<file path="src/rtl/gba_pkg.sv">
// Shared types and widths for the GBA cartridge ROM bus slave.
package gba_pkg;

    localparam int GBA_ADDR_W = 24;
    localparam int GBA_DATA_W = 16;
    localparam int ERR_CNT_W  = 8;

    typedef enum logic [1:0] {
        ST_IDLE   = 2'd0,
        ST_ACTIVE = 2'd1,
        ST_READ   = 2'd2,
        ST_WRITE  = 2'd3
    } gba_state_e;

    // Add 0..2 error events to the counter, sticking at all-ones.
    function automatic logic [ERR_CNT_W-1:0] err_sat_add(
        input logic [ERR_CNT_W-1:0] cnt,
        input logic [1:0]           inc
    );
        logic [ERR_CNT_W:0] sum;
        sum = {1'b0, cnt} + {{(ERR_CNT_W-1){1'b0}}, inc};
        return sum[ERR_CNT_W] ? {ERR_CNT_W{1'b1}} : sum[ERR_CNT_W-1:0];
    endfunction

endpackage

</file>
<file path="src/rtl/sync_ff.sv">
// Multi-stage flop chain used both as a metastability synchronizer for the
// GBA strobes and as a matching delay line for the AD/A bus.
module sync_ff #(
    parameter int WIDTH = 1,
    parameter int DEPTH = 2
) (
    input  logic             clk,
    input  logic             rst,
    input  logic [WIDTH-1:0] d,
    output logic [WIDTH-1:0] q
);

    logic [WIDTH-1:0] stage [DEPTH];

    // Shift the input through DEPTH flops; reset to all-ones (strobes inactive).
    always_ff @(posedge clk or posedge rst) begin
        // NOTE: every stage is reset, not just the last one: a stale 0 left
        // in the middle of the chain would surface as a false strobe edge.
        if (rst) begin
            for (int i = 0; i < DEPTH; i++) begin
                stage[i] <= {WIDTH{1'b1}};
            end
        end else begin
            // NOTE: non-blocking assignments make each stage take the previous
            // stage's old value, which is what turns this into a shift chain.
            stage[0] <= d;
            for (int i = 1; i < DEPTH; i++) begin
                stage[i] <= stage[i-1];
            end
        end
    end

    assign q = stage[DEPTH-1];

endmodule

</file>
<file path="src/rtl/gba_rom_bus.sv">
// GBA cartridge ROM bus slave: synchronizes the GBA strobes, tracks the
// auto-incrementing halfword address, issues fetch/prefetch requests to the
// memory side, drives read data onto AD and forwards writes.
module gba_rom_bus
    import gba_pkg::*;
#(
    parameter int SYNC_STAGES = 2
) (
    input  logic        clk,
    input  logic        rst,
    input  logic        gba_ncs,
    input  logic        gba_nrd,
    input  logic        gba_nwr,
    input  logic [15:0] gba_ad_i,
    input  logic [7:0]  gba_a_i,
    output logic [15:0] gba_ad_o,
    output logic        gba_ad_oe,
    output logic        rd_req,
    output logic [23:0] rd_addr,
    input  logic        rd_valid,
    input  logic [15:0] rd_data,
    output logic        wr_valid,
    output logic [23:0] wr_addr,
    output logic [15:0] wr_data,
    output logic        late,
    output logic [7:0]  err_cnt
);

    // Synchronized strobes and the equally delayed bus.
    logic [2:0]            strb_s;
    logic [GBA_ADDR_W-1:0] bus_s;
    logic                  ncs_s, nrd_s, nwr_s;

    sync_ff #(.WIDTH(3), .DEPTH(SYNC_STAGES)) u_sync_strb (
        .clk (clk),
        .rst (rst),
        .d   ({gba_ncs, gba_nrd, gba_nwr}),
        .q   (strb_s)
    );

    sync_ff #(.WIDTH(GBA_ADDR_W), .DEPTH(SYNC_STAGES)) u_sync_bus (
        .clk (clk),
        .rst (rst),
        .d   ({gba_a_i, gba_ad_i}),
        .q   (bus_s)
    );

    assign ncs_s = strb_s[2];
    assign nrd_s = strb_s[1];
    assign nwr_s = strb_s[0];

    // Edge detection and state.
    gba_state_e            state, state_next;
    logic                  ncs_q, nrd_q, nwr_q, ovl_q;
    logic                  ncs_fall, nrd_fall, nrd_rise, nwr_fall, nwr_rise;
    logic                  ovl, ovl_ev;
    logic                  data_ready;
    logic                  wr_abort;
    logic [GBA_ADDR_W-1:0] addr, addr_inc;
    logic [GBA_DATA_W-1:0] holding;

    // FSM control strobes.
    logic load_addr, inc_addr, issue_req, issue_wr, late_ev, abort_set, abort_clr;

    assign ncs_fall = ncs_q & ~ncs_s;
    assign nrd_fall = nrd_q & ~nrd_s;
    assign nrd_rise = ~nrd_q & nrd_s;
    assign nwr_fall = nwr_q & ~nwr_s;
    assign nwr_rise = ~nwr_q & nwr_s;
    assign ovl      = ~nrd_s & ~nwr_s;
    assign ovl_ev   = ovl & ~ovl_q;
    assign addr_inc = addr + 1'b1;

    // Previous synced strobe levels for edge detection.
    always_ff @(posedge clk or posedge rst) begin
        if (rst) begin
            ncs_q <= 1'b1;
            nrd_q <= 1'b1;
            nwr_q <= 1'b1;
            ovl_q <= 1'b0;
        end else begin
            ncs_q <= ncs_s;
            nrd_q <= nrd_s;
            nwr_q <= nwr_s;
            ovl_q <= ovl;
        end
    end

    // State register.
    always_ff @(posedge clk or posedge rst) begin
        if (rst) state <= ST_IDLE;
        else     state <= state_next;
    end

    // Next-state and control-strobe decode; nCS high aborts any cycle.
    always_comb begin
        // NOTE: defaulting every output first means no path leaves a signal
        // unassigned, so no latch can be inferred.
        state_next = state;
        load_addr  = 1'b0;
        inc_addr   = 1'b0;
        issue_req  = 1'b0;
        issue_wr   = 1'b0;
        late_ev    = 1'b0;
        abort_set  = 1'b0;
        abort_clr  = 1'b0;
        case (state)
            ST_IDLE: begin
                if (ncs_fall) begin
                    state_next = ST_ACTIVE;
                    load_addr  = 1'b1;
                    issue_req  = 1'b1;
                end
            end
            ST_ACTIVE: begin
                if (ncs_s) begin
                    state_next = ST_IDLE;
                end else if (nrd_fall) begin
                    state_next = ST_READ;
                    late_ev    = ~data_ready;
                end else if (nwr_fall) begin
                    state_next = ST_WRITE;
                    abort_clr  = 1'b1;
                end
            end
            ST_READ: begin
                if (ncs_s) begin
                    state_next = ST_IDLE;
                end else if (nrd_rise) begin
                    state_next = ST_ACTIVE;
                    inc_addr   = 1'b1;
                    issue_req  = 1'b1;
                end
            end
            ST_WRITE: begin
                if (ncs_s) begin
                    state_next = ST_IDLE;
                end else begin
                    abort_set = ovl;
                    if (nwr_rise) begin
                        state_next = ST_ACTIVE;
                        issue_wr   = ~wr_abort;
                        inc_addr   = ~wr_abort;
                    end
                end
            end
            default: state_next = ST_IDLE;
        endcase
    end

    // Address, request/write pulses, holding register and error tracking.
    always_ff @(posedge clk or posedge rst) begin
        if (rst) begin
            addr       <= '0;
            rd_req     <= 1'b0;
            rd_addr    <= '0;
            wr_valid   <= 1'b0;
            wr_addr    <= '0;
            wr_data    <= '0;
            holding    <= '0;
            data_ready <= 1'b0;
            wr_abort   <= 1'b0;
            late       <= 1'b0;
            err_cnt    <= '0;
        end else begin
            if (load_addr)     addr <= bus_s;
            else if (inc_addr) addr <= addr_inc;

            rd_req <= issue_req;
            if (issue_req) rd_addr <= load_addr ? bus_s : addr_inc;

            wr_valid <= issue_wr;
            if (issue_wr) begin
                wr_addr <= addr;
                wr_data <= bus_s[GBA_DATA_W-1:0];
            end

            if (rd_valid) holding <= rd_data;

            // A new request invalidates whatever is in the holding register.
            if (issue_req)     data_ready <= 1'b0;
            else if (rd_valid) data_ready <= 1'b1;

            if (abort_clr)      wr_abort <= 1'b0;
            else if (abort_set) wr_abort <= 1'b1;

            if (late_ev) late <= 1'b1;
            err_cnt <= err_sat_add(err_cnt, {1'b0, late_ev} + {1'b0, ovl_ev});
        end
    end

    // Drive AD only while a clean read strobe is held inside an active cycle.
    assign gba_ad_oe = (state == ST_READ) & ~ncs_s & ~nrd_s & nwr_s;
    assign gba_ad_o  = holding;

endmodule

</file>
<file path="config.mk">
export PLATFORM = sky130hd
export DESIGN_NAME = gba_rom_bus
export DESIGN_NICKNAME = d
export VERILOG_FILES = /design/src/rtl/gba_pkg.sv /design/src/rtl/sync_ff.sv /design/src/rtl/gba_rom_bus.sv
export SDC_FILE = /design/constraint.sdc
export NUM_CORES = 1
export LEC_CHECK = 0
export CAP_MARGIN = 20
export CORE_MARGIN = 5
export CORE_UTILIZATION = 23
export DETAILED_ROUTE_END_ITERATION = 8
export GPL_ROUTABILITY_DRIVEN = 0
export GPL_TIMING_DRIVEN = 0
export PLACE_DENSITY_LB_ADDON = 0.1
export RECOVER_POWER = 100
export SLEW_MARGIN = 40
export SYNTH_ARGS = -nofsm -noshare
export SYNTH_HDL_FRONTEND = slang
export SYNTH_HIERARCHICAL = 1
export SYNTH_SLANG_ARGS = --single-unit
</file>
<file path="constraint.sdc">
create_clock -name clk -period 9.5 [get_ports clk]
set_input_delay 2.85 -clock clk [delete_from_list [all_inputs] [get_ports clk]]
set_output_delay 2.85 -clock clk [all_outputs]
set_load 0.02 [all_outputs]
</file>
### Yosys cells after proc, flatten, opt, wreduce, memory -nomap -nowiden

Cells that the tools add are included.

| storage, ports and cells | value |
|---|---|
| bits of input ports | 46 |
| register bits | 177 |
| logic and storage cells | 88 |
| output and inout port bits | 92 |

| cells by class | value |
|---|---|
| add/sub/neg operators | 3 |
| eq/ne operators | 7 |
| mux-type cells | 35 |
| reduce and logical (&&, ||, !) cells | 5 |
| bitwise gates (word level) | 18 |

Operators with widths:

| cell | count |
|---|---|
| 2-to-1 mux 24 bit | 3 |
| adder 24 x 1 -> 24 bit, second input constant | 1 |
| 2-to-1 mux 1 bit | 20 |
| 2-to-1 mux 2 bit | 8 |
| bitwise AND 1 bit | 10 |
| adder 8 x 2 -> 9 bit | 1 |
| 2-to-1 mux 8 bit | 1 |
| NOT 1 bit | 8 |
| case mux 2 bit (4 select lines) | 1 |
| != test 3 x 2 -> 1 bit, second input constant | 2 |
| nonzero test 2 bit | 3 |
| == test 2 bit, second input constant | 2 |
| != test 4 x 3 -> 1 bit, second input constant | 1 |
| case mux 1 bit (2 select lines) | 2 |
| AND reduction 4 bit | 1 |
| adder 1 x 1 -> 2 bit | 1 |
| == test 2 x 1 -> 1 bit, second input constant | 1 |
| logical NOT 2 bit | 1 |
| != test 2 bit, second input constant | 1 |

### Longest topological paths before layout

Gate-level depths: netlist (run 1).

| depth | value |
|---|---|
| depth after elaboration | 8 |
| gate-level depth with buffers | 10 |
| mapped depth without buffers | 9 |

### Modules after synthesis

The synthesis (run 1) kept the hierarchy.

By module, submodules not included:

| module | instances | seq. area each (um^2) | area an instance (um^2) | cells an instance |
|---|---|---|---|---|
| gba_rom_bus | 1 | 3,081.7 | 5,624.1 | 579 |
| sync_ff at u_sync_bus | 1 | 1,261.2 | 1,445.1 | 73 |
| sync_ff at u_sync_strb | 1 | 157.7 | 183.9 | 10 |

### Worst setup path after synthesis (run 1)

Ideal clock, no wire load.

| timing path | value |
|---|---|
| path type | flip-flop to output port |
| from | register u_sync_strb.stage, in the netlist u_sync_strb/q[0] |
| to | output port gba_ad_oe |
| required time | 6.650 ns |
| stages on the path, launching flop included | 4 |
| slack | 5.350 ns |
| arrival time | 1.300 ns |
| buffers on the path | 1 |
| cell sequence | dfstp_2 -> buf_4 -> nand2_1 -> nor4_1 |

| on the way | value |
|---|---|
| cells in the longest elaborated chain, start to end | 1 |

RTL lines:

| element | RTL line | text |
|---|---|---|
| start, declared | sync_ff.sv:13 | `logic [WIDTH-1:0] stage [DEPTH];` |
| start signal, assigned by index | sync_ff.sv:21 | `stage[i] <= {WIDTH{1'b1}};` |
| start signal, assigned by index | sync_ff.sv:28 | `stage[i] <= stage[i-1];` |
| bitwise AND 1 bit | gba_rom_bus.sv:193 | `assign gba_ad_oe = (state == ST_READ) & ~ncs_s & ~nrd_s & nwr_s;` |
| end, declared | gba_rom_bus.sv:17 | `output logic gba_ad_oe,` |

Every way passes these cells.

### Final worst setup path (run 1)

Same ends and word-level chain as after synthesis.

==> impl_metrics.py, run 1 <==
metrics = {
    "timing": {
        "worst_pin_slew_ns": 2.61,
        "setup_viol": 0,
        "finalSetupTns_ns": 0,
        "grt_setup_unrepaired": "no",
        "maxSlewViolCount": 97,
        "clock_skew_ns": 0.0126,
        "max-slew-margin-rel": -0.750,
        "hold_viol_final": 0,
        "finalCritPeriodShare": 0.530,
        "fmax_mhz": 199,
        "layout_min_cycle_time_ns": 5.03,
    },
    "floorplan": {
        "fp.dieH_um": 188,
        "fp.dieW_um": 188,
        "start_util": 0.232,
        "rows": 65,
        "ios": 138,
        "core_area_mm2": 0.0313,
        "die-area_mm2": 0.0352,
    },
    "routing": {
        "drcViolationCount": 0,
        "vias": 5221,
        "finalWirelength_um": 21000,
        "first_pass_iters": 5,
        "vias_per_cell": 4.23,
        "drt_iter0_drc": 381,
        "wl_per_cell_um": 17.0,
        "postRouteAntennaNets": 0,
    },
    "worst_setup_path": {
        "r2r-end": "addr[4]",
        "cp-end-kind": "output pin",
        "startpoint": "u_sync_strb/q[0]",
        "cp-endpoint": "gba_ad_oe",
        "crit_arrival_ns": 2.18,
        "critPathMaxFanout": 6,
        "r2r_slack_ns": 6.19,
        "criticalPathCategory": "reg2out",
        "cp.required_ns": 6.65,
        "reg2regPathDepth": 8,
        "start_kind": "flip-flop",
        "rr_startpoint": "u_sync_strb/q[1]",
    },
    "clock_network": {
        "numClockSinks": 177,
        "post_cts_resized": 0,
        "path_clk_slew_ns": 0.07,
        "cts_tree": "yes",
        "clock-root-buffer": "clkbuf_16",
        "clkLatencyLatePin_ns": 0.44,
        "clk_path_buf_depth": 2,
        "post-cts-setup-buffers": 0,
        "ctsHoldBuffers": 0,
        "ctsHtreeMaxLevel": 4,
        "cts_buffers": 17,
    },
    "logic_synthesis": {
        "avgSynthCellArea_um2": 11.0,
        "ys_seq_area_frac": 0.620,
        "synth_edf_count": 0,
        "yosysTopAreaCell": "dfrtp_1",
        "synthTopCellsByArea": "dfrtp_1 (41%), dfstp_2 (21%), nand2_1 (7.6%)",
        "synth_top_area_share": 0.414,
        "ys.flop_type": "dfrtp_1",
        "syn_nets": 710,
        "synth_cell_types": 59,
        "synthesis.instances": 662,
        "synth_area_mm2": 0.00725,
        "ys_ff_latch": 177,
        "synthArstFlopShare": 1.00,
        "yosys_warnings": 6,
    },
    "global_route": {
        "globalRouteTotalUtil": 0.122,
        "grt_pass1_vias": 5417,
        "antenna_found_initial": 0,
        "grt_overflow": 0,
        "grt_first_pass_wirelength_um": 33100,
        "grt_max_degree": 73,
    },
    "finish": {
        "layout-drive-gt1-share": 0.184,
        "area_delta_synth_final_pct": 33.3,
        "antenna_cells": 0,
        "final_net_count": 867,
    },
    "place": {
        "io_buffers": 136,
        "hpwl_um": 15400,
    },
    "pwr": {
        "finalPower_mw": 2.23,
        "vdd_ir_drop_max_uv": 112,
        "power.leakage_nw": 4.31,
        "pwr_density_cell_mw_per_mm2": 230,
    },
    "flow_run": {
        "drv_cap": 2,
    },
    "worst_hold_path": {
        "hold_class": "reg2reg",
    },
    "status": {
        "status": "finished, violations left",
        "failed_checks": "capacitance limit, slew limit",
    },
}
## logic make-up after synthesis
group | Yosys count | share of synthesized area
flops | 177 | 0.620
mux | 19 | 0.0290
compound gates | 118 | 0.101
simple gates | 244 | 0.156
buf+inv | 78 | 0.0599
xor+xnor | 24 | 0.0290
fa+ha+maj | 2 | 0.00448
## worst max-delay path, cell delays in order, from the launching register on
cell and delay, ns:
dfstp_2 0.51, clkbuf_1 0.23, nand2_1 0.11, nor4_1 0.20, dlygate4sd3_1 0.71
## registers in the layout, summed over array words and instances (netlist names)
| register | count |
|---|---|
| state | 2 |
| nrd_q | 1 |
| wr_abort | 1 |
| rd_req | 1 |
| err_cnt | 8 |
| data_ready | 1 |
| wr_data | 16 |
| wr_valid | 1 |
| late | 1 |
| ncs_q | 1 |
| u_sync_strb/stage | 3 |
| gba_ad_o | 16 |
| ovl_q | 1 |
| nwr_q | 1 |
| u_sync_bus/q | 24 |
| rd_addr | 24 |
| addr | 24 |
| u_sync_bus/stage | 24 |
| wr_addr | 24 |
| u_sync_strb/q | 3 |
## layout by cell type, fill, tap and decap left out, drive strengths merged, types with 2 or more instances in the layout
master	count
a21oi	23
a22oi	15
a2bb2oi	3
a31oi	8
and2	2
and3	7
buf	36
clkbuf	49
clkdlybuf4s50	16
clkinv	5
clkinvlp	4
dfrtp	120
dfstp	57
dlygate4sd3	120
inv	18
mux2	16
mux2i	3
nand2	148
nand2b	2
nand3	15
nand4	6
nor2	38
nor2b	3
nor3	6
nor4	6
o211ai	6
o21a	2
o21ai	38
o22a	6
o22ai	8
o31ai	3
or3	2
or4	4
xnor2	15
xor2	9
## per-stage QoR
| step | cells | util | hold slack, ns | instance area [um2] | worst slack (ns) |
|---|---|---|---|---|---|
| after CTS | 1234 | 0.311 | 0.357 | 9750 | 4.56 |
| after global routing | 1234 | 0.309 | 0.359 | 9670 | 4.16 |
| final | 1234 | 0.309 | 0.356 | 9670 | 4.47 |
| after floorplan | 662 | - | 0.345 | 7250 | 3.38 |
| after global placement | 1200 | 0.291 | 0.346 | 9120 | 0.923 |
| after detailed placement | 1202 | 0.293 | 0.347 | 9180 | 5.05 |
## cell type report
cell class / instances / area [um2]
fillers: 3257 / 21600
flip-flops and latches: 177 / 4500
multi-input cells: 407 / 2290
repair buffers: 138 / 1390
well taps: 402 / 503
clock buffers: 17 / 425
plain buffers: 66 / 360
clock inverters: 15 / 145
inverters: 12 / 47.5
## synthesized netlist by cell type (4+ instances only)
cell	n
a21oi_1	23
a22oi_1	15
a31oi_1	8
and3_1	7
buf_2	13
buf_4	31
clkbuf_1	17
dfrtp_1	120
dfstp_2	57
inv_1	10
mux2_2	16
nand2_1	147
nand3_1	13
nor2_1	38
nor3_1	6
nor4_1	4
o211ai_1	6
o21ai_0	36
o22a_1	6
o22ai_1	8
xnor2_1	15
xor2_1	9
## power breakdown
group / internal [mW] / switching, mW
registers: 0.883 / 0.0926
clock network: 0.349 / 0.341
logic: 0.238 / 0.323
## worst min path at each step
stage | cells after the start | slack (ns) | start | to
after global routing | 0 | 0.36 | u_sync_strb/stage[3] | u_sync_strb/q[0]
after CTS | 0 | 0.36 | u_sync_strb/stage[3] | u_sync_strb/q[0]
after global placement | 0 | 0.35 | u_sync_bus/stage[34] | u_sync_bus/q[10]
after detailed placement | 0 | 0.35 | u_sync_strb/stage[3] | u_sync_strb/q[0]
final | 0 | 0.36 | u_sync_strb/stage[3] | u_sync_strb/q[0]
after floorplan | 0 | 0.35 | u_sync_bus/stage[24] | u_sync_bus/q[0]
## per-layer routing
layer	wire length, um	global-route usage	part of all wire	vias up
met2	8790	0.172	0.42	136
met3	1030	0.0309	0.049	17
met4	322	0.0381	0.015	0
met5	0	0	0	-
li1	-	-	-	2527
met1	10800	0.182	0.52	2541
Power figures use the tool's default switching activity.
==> inputs of run 2 (changes only) <==
==> constraint.sdc (replaced) <==
create_clock -name clk -period 4.1 [get_ports clk]
set_input_delay 1.23 -clock clk [delete_from_list [all_inputs] [get_ports clk]]
set_output_delay 1.23 -clock clk [all_outputs]
set_load 0.02 [all_outputs]
==> impl_metrics.py, run 2 (same netlist as run 1, synthesis figures left out) <==
metrics = {
    "status": {
        "status": "finished, violations left",
        "failed_checks": "capacitance limit, slew limit",
    },
    "clock_network": {
        "ctsHtreeMaxLevel": 4,
        "path_clk_slew_ns": 0.08,
        "cts_tree": "yes",
        "ctsHoldBuffers": 0,
        "post_cts_resized": 0,
        "clk_path_buf_depth": 2,
        "cts_buffers": 17,
        "clkLatencyLatePin_ns": 0.44,
        "numClockSinks": 177,
        "clock-root-buffer": "clkbuf_16",
        "post-cts-setup-buffers": 0,
    },
    "timing": {
        "worst_pin_slew_ns": 2.20,
        "layout_min_cycle_time_ns": 3.37,
        "finalSetupTns_ns": 0,
        "max-slew-margin-rel": -0.467,
        "fmax_mhz": 297,
        "hold_viol_final": 0,
        "clock_skew_ns": 0.0185,
        "setup_viol": 0,
        "grt_setup_unrepaired": "no",
        "finalCritPeriodShare": 0.822,
        "maxSlewViolCount": 45,
    },
    "worst_setup_path": {
        "rr_startpoint": "nrd_q",
        "slowest_stage": "dlygate4sd3_1",
        "r2r_slack_ns": 0.79,
        "cp_num_buf_inv": 2,
        "reg2regPathDepth": 7,
        "r2r-end": "addr[12]",
        "crit_arrival_ns": 2.14,
        "startpoint": "u_sync_strb/q[0]",
        "cp_top_family": "buffers and inverters",
        "cp_cell_sequence": "clkbuf_1, nand2_1, nor4_1, dlygate4sd3_1",
        "critPathMaxFanout": 6,
        "cp-end-kind": "output pin",
        "cp_slowest_stage_delay_ns": 0.71,
        "criticalPathCategory": "reg2out",
        "cp.required_ns": 2.87,
        "start_kind": "flip-flop",
        "cp.depth": 4,
        "cp-endpoint": "gba_ad_oe",
    },
    "place": {
        "hpwl_um": 15800,
        "placed_area_mm2": 0.00932,
        "io_buffers": 136,
    },
    "routing": {
        "wl_per_cell_um": 17.0,
        "postRouteAntennaNets": 0,
        "vias_per_cell": 4.22,
        "drt_iter0_drc": 373,
        "first_pass_iters": 4,
        "vias": 5229,
        "finalWirelength_um": 21100,
        "drcViolationCount": 0,
    },
    "global_route": {
        "grt_pass1_vias": 5437,
        "grt_max_degree": 45,
        "globalRouteTotalUtil": 0.121,
        "antenna_found_initial": 0,
        "grt_overflow": 0,
        "grt_first_pass_wirelength_um": 33000,
    },
    "floorplan": {
        "ios": 138,
        "rows": 65,
        "fp.dieH_um": 188,
        "start_util": 0.232,
        "fp.dieW_um": 188,
        "core_area_mm2": 0.0313,
        "die-area_mm2": 0.0352,
    },
    "finish": {
        "final_net_count": 873,
        "area_delta_synth_final_pct": 35.2,
        "layout-drive-gt1-share": 0.187,
        "antenna_cells": 0,
        "regArea_mm2": 0.00450,
        "final.fill_count": 3216,
        "post-route-util": 0.313,
        "final_cell_mix": "nand2_1 (148), dfrtp_1 (120), dlygate4sd3_1 (120)",
        "stdcell_area_mm2": 0.00981,
        "final_common_cell": "nand2_1",
        "multi_input_area_mm2": 0.00229,
    },
    "worst_hold_path": {
        "hold_class": "reg2reg",
    },
    "pwr": {
        "vdd_ir_drop_max_uv": 276,
        "pwr_density_cell_mw_per_mm2": 537,
        "power.leakage_nw": 4.38,
    },
    "flow_run": {
        "drv_cap": 1,
    },
}
==> run 2: cell count changes in the layout (fill, tap and decap cells not counted), sizes merged <==
cell / before / now
buf: 36 / 41
bufinv: 0 / 1
clkbuf: 49 / 50
clkinv: 5 / 4
clkinvlp: 4 / 2
inv: 18 / 20
==> run 2: final cells by class <==
class	count	area share
repair buffers	144	0.152
plain buffers	66	0.0369
flip-flops and latches	177	0.459
clock inverters	15	0.0191
well taps	402	0.0513
multi-input cells	407	0.234
inverters	12	0.00485
clock buffers	17	0.0434
==> run 2: worst register-to-register path: stages (launching register included) <==
cell and delay [ns]:
dfstp_2 0.53, and3b_1 0.19, o21ai_0 0.61, inv_1 0.32, nor2_1 0.35, clkbuf_1 0.54, clkbuf_1 0.47, o21ai_0 0.17
==> run 2: metrics by stage <==
stage	power, mW	cells	hold WS, ns	setup WS [ns]
after floorplan	3.05	662	0.345	1.36
after global placement	3.69	1200	0.346	-0.210
after detailed placement	3.71	1208	0.347	1.29
after CTS	5.46	1240	0.358	0.825
after global routing	5.58	1240	0.360	0.410
final	5.27	1240	0.356	0.728
==> run 2: power breakdown <==
| group | internal [mW] | switching [mW] | leakage [nW] | total [mW] |
|---|---|---|---|---|
| Clock | 0.883 | 0.810 | 0.301 | 1.69 |
| Sequential | 2.05 | 0.215 | 2.11 | 2.26 |
| Combinational | 0.558 | 0.752 | 1.97 | 1.31 |
| Total | 3.49 | 1.78 | 4.38 | 5.27 |
==> run 2: worst min path at each step <==
stage	slack, ns	startpoint	cells after the start	end
floorplan	0.35	u_sync_bus/stage[24]	0	u_sync_bus/q[0]
global placement	0.35	u_sync_bus/stage[34]	0	u_sync_bus/q[10]
detailed placement	0.35	u_sync_bus/stage[24]	0	u_sync_bus/q[0]
CTS	0.36	u_sync_bus/stage[46]	0	u_sync_bus/q[22]
global route	0.36	u_sync_strb/stage[4]	0	u_sync_strb/q[1]
finish	0.36	u_sync_bus/stage[24]	0	u_sync_bus/q[0]
==> run 2: layer usage <==
layer / global-route usage / wire, um / up-vias
met5: 0 / 0 / -
met4: 0.0316 / 221 / 0
met3: 0.0274 / 958 / 10
met2: 0.173 / 9000 / 125
met1: 0.183 / 10900 / 2544
li1: - / - / 2550
==> inputs of run 3 (changes only) <==
==> constraint.sdc (replaced) <==
create_clock -name clk -period 3 [get_ports clk]
set_input_delay 0.9 -clock clk [delete_from_list [all_inputs] [get_ports clk]]
set_output_delay 0.9 -clock clk [all_outputs]
set_load 0.02 [all_outputs]
==> impl_metrics.py, run 3 (same netlist as run 1, synthesis figures left out) <==
metrics = {
    "clock_network": {
        "cts_buffers": 17,
        "cts_tree": "yes",
        "clock-root-buffer": "clkbuf_16",
        "numClockSinks": 177,
        "path_clk_slew_ns": 0.08,
        "clk_path_buf_depth": 2,
        "ctsHtreeMaxLevel": 4,
        "clkLatencyLatePin_ns": 0.44,
        "post-cts-setup-buffers": 0,
    },
    "pwr": {
        "power.leakage_nw": 4.38,
        "pwr_density_cell_mw_per_mm2": 733,
        "clockPowerShare": 0.321,
        "finalPower_mw": 7.19,
        "swShare": 0.337,
        "switching_power_mw": 2.42,
        "combPwrFrac": 0.249,
        "vdd_ir_drop_max_uv": 382,
        "intPower_mw": 4.77,
        "seqPwrFrac": 0.430,
    },
    "finish": {
        "final_cell_mix": "nand2_1 (148), dfrtp_1 (120), dlygate4sd3_1 (119)",
        "post-route-util": 0.313,
        "final_common_cell": "nand2_1",
        "final_net_count": 873,
        "regArea_mm2": 0.00450,
        "antenna_cells": 0,
        "final.fill_count": 3216,
        "layout.cells.non_filler": 1240,
        "multi_input_area_mm2": 0.00230,
        "layout-drive-gt1-share": 0.196,
        "area_delta_synth_final_pct": 35.3,
    },
    "worst_setup_path": {
        "start_kind": "flip-flop",
        "criticalPathCategory": "reg2reg",
        "cp_slowest_stage_delay_ns": 0.75,
        "slowest_stage": "nor4_2",
        "cp_num_buf_inv": 1,
        "cp-end-kind": "flip-flop",
        "cp_cell_sequence": "ha_1, clkbuf_1, nand4_1, nor4_2, nand3_1, xor2_1, o21ai_0",
        "crit_arrival_ns": 3.05,
        "cp_top_family": "simple AND/OR/NAND/NOR gates",
        "critPathMaxFanout": 7,
        "cp.required_ns": 3.30,
    },
    "timing": {
        "finalCritPeriodShare": 0.916,
        "setup_viol": 0,
        "fmax_mhz": 364,
        "worst_pin_slew_ns": 1.27,
        "finalSetupTns_ns": 0,
        "layout_min_cycle_time_ns": 2.75,
        "hold_viol_final": 0,
        "clock_skew_ns": 0.0148,
        "grt_setup_unrepaired": "no",
        "max-slew-margin-rel": 0.152,
        "maxSlewViolCount": 0,
    },
    "routing": {
        "vias_per_cell": 4.19,
        "first_pass_iters": 4,
        "finalWirelength_um": 21100,
        "postRouteAntennaNets": 0,
        "vias": 5200,
        "drcViolationCount": 0,
        "wl_per_cell_um": 17.0,
        "drt_iter0_drc": 358,
    },
    "floorplan": {
        "rows": 65,
        "die-area_mm2": 0.0352,
        "fp.dieW_um": 188,
        "start_util": 0.232,
        "ios": 138,
        "core_area_mm2": 0.0313,
        "fp.dieH_um": 188,
    },
    "worst_hold_path": {
        "hold_class": "reg2reg",
    },
    "global_route": {
        "grt_max_degree": 45,
        "globalRouteTotalUtil": 0.121,
        "grt_pass1_vias": 5437,
        "grt_overflow": 0,
        "antenna_found_initial": 0,
        "grt_first_pass_wirelength_um": 33000,
    },
    "place": {
        "io_buffers": 136,
        "hpwl_um": 15800,
        "dpl.cell_count": 1208,
    },
    "flow_run": {
        "drv_cap": 0,
    },
    "status": {
        "status": "finished clean",
    },
}
## run 3: cell types whose count changed in the layout (fill, tap and decap cells not counted), sizes merged
cell,delta
buf,+1
dlygate4sd3,-1
## run 3: final timing paths
| check | endpoint | slack (ns) | startpoint | cells past startpoint |
|---|---|---|---|---|
| setup / recovery | rd_addr[16] | 0.25 | addr[0] | 7 |
| hold / removal | u_sync_bus/q[0] | 0.36 | u_sync_bus/stage[24] | 0 |
| setup reg to reg | rd_addr[16] | 0.25 | addr[0] | 7 |
| hold reg to reg | u_sync_bus/q[0] | 0.36 | u_sync_bus/stage[24] | 0 |
| max in group asynchronous | rd_addr[3] | 0.44 | rst | 4 |
| min in group asynchronous | ovl_q | 0.95 | rst | 2 |
## run 3: timing repair
| action | in CTS | in global routing |
|---|---|---|
| gates resized for setup | 0 | 1 |
| endpoints found under the setup margin | 0 | 1 |
| hold buffers | 0 | 0 |
## run 3: metal layers
metal | vias to the layer above | global-route usage | wire length (um)
li1 | 2550 | - | -
met1 | 2502 | 0.183 | 10800
met2 | 135 | 0.173 | 8960
met3 | 13 | 0.0274 | 1040
met4 | 0 | 0.0316 | 244
met5 | - | 0 | 0
## run 3: cell type report
cell class	count	area share
Clock inverter	15	0.0191
Buffer	66	0.0381
Sequential cell	177	0.459
Inverter	12	0.00485
Tap cell	402	0.0513
Timing Repair Buffer	144	0.150
Multi-Input combinational cell	407	0.235
Clock buffer	17	0.0434
## run 3: power by group through the flow
stage	Sequential (mW)	Clock [mW]	Combinational, mW
3_5_place_dp	3.15	0	1.93
2_1_floorplan	3.35	0	0.815
6_report	3.09	2.31	1.79
3_3_place_gp	3.15	0	1.89
5_1_grt	3.14	2.52	1.97
4_1_cts	3.11	2.41	1.94
## run 3: metrics by stage
stage	instance area (um2)	setup slack, ns	hold WS, ns
4_1_cts	9940	0.0548	0.358
5_1_grt	9810	0.0713	0.360
6_report	9810	0.251	0.356
2_1_floorplan	7260	0.591	0.345
3_5_place_dp	9320	0.431	0.347
3_3_place_gp	9120	-0.980	0.346
## run 3: worst register-to-register path, stage by stage (launching register included)
cell and delay (ns):
dfrtp_1 0.50, ha_1 0.19, clkbuf_1 0.29, nand4_1 0.18, nor4_2 0.75, nand3_1 0.28, xor2_1 0.31, o21ai_0 0.12
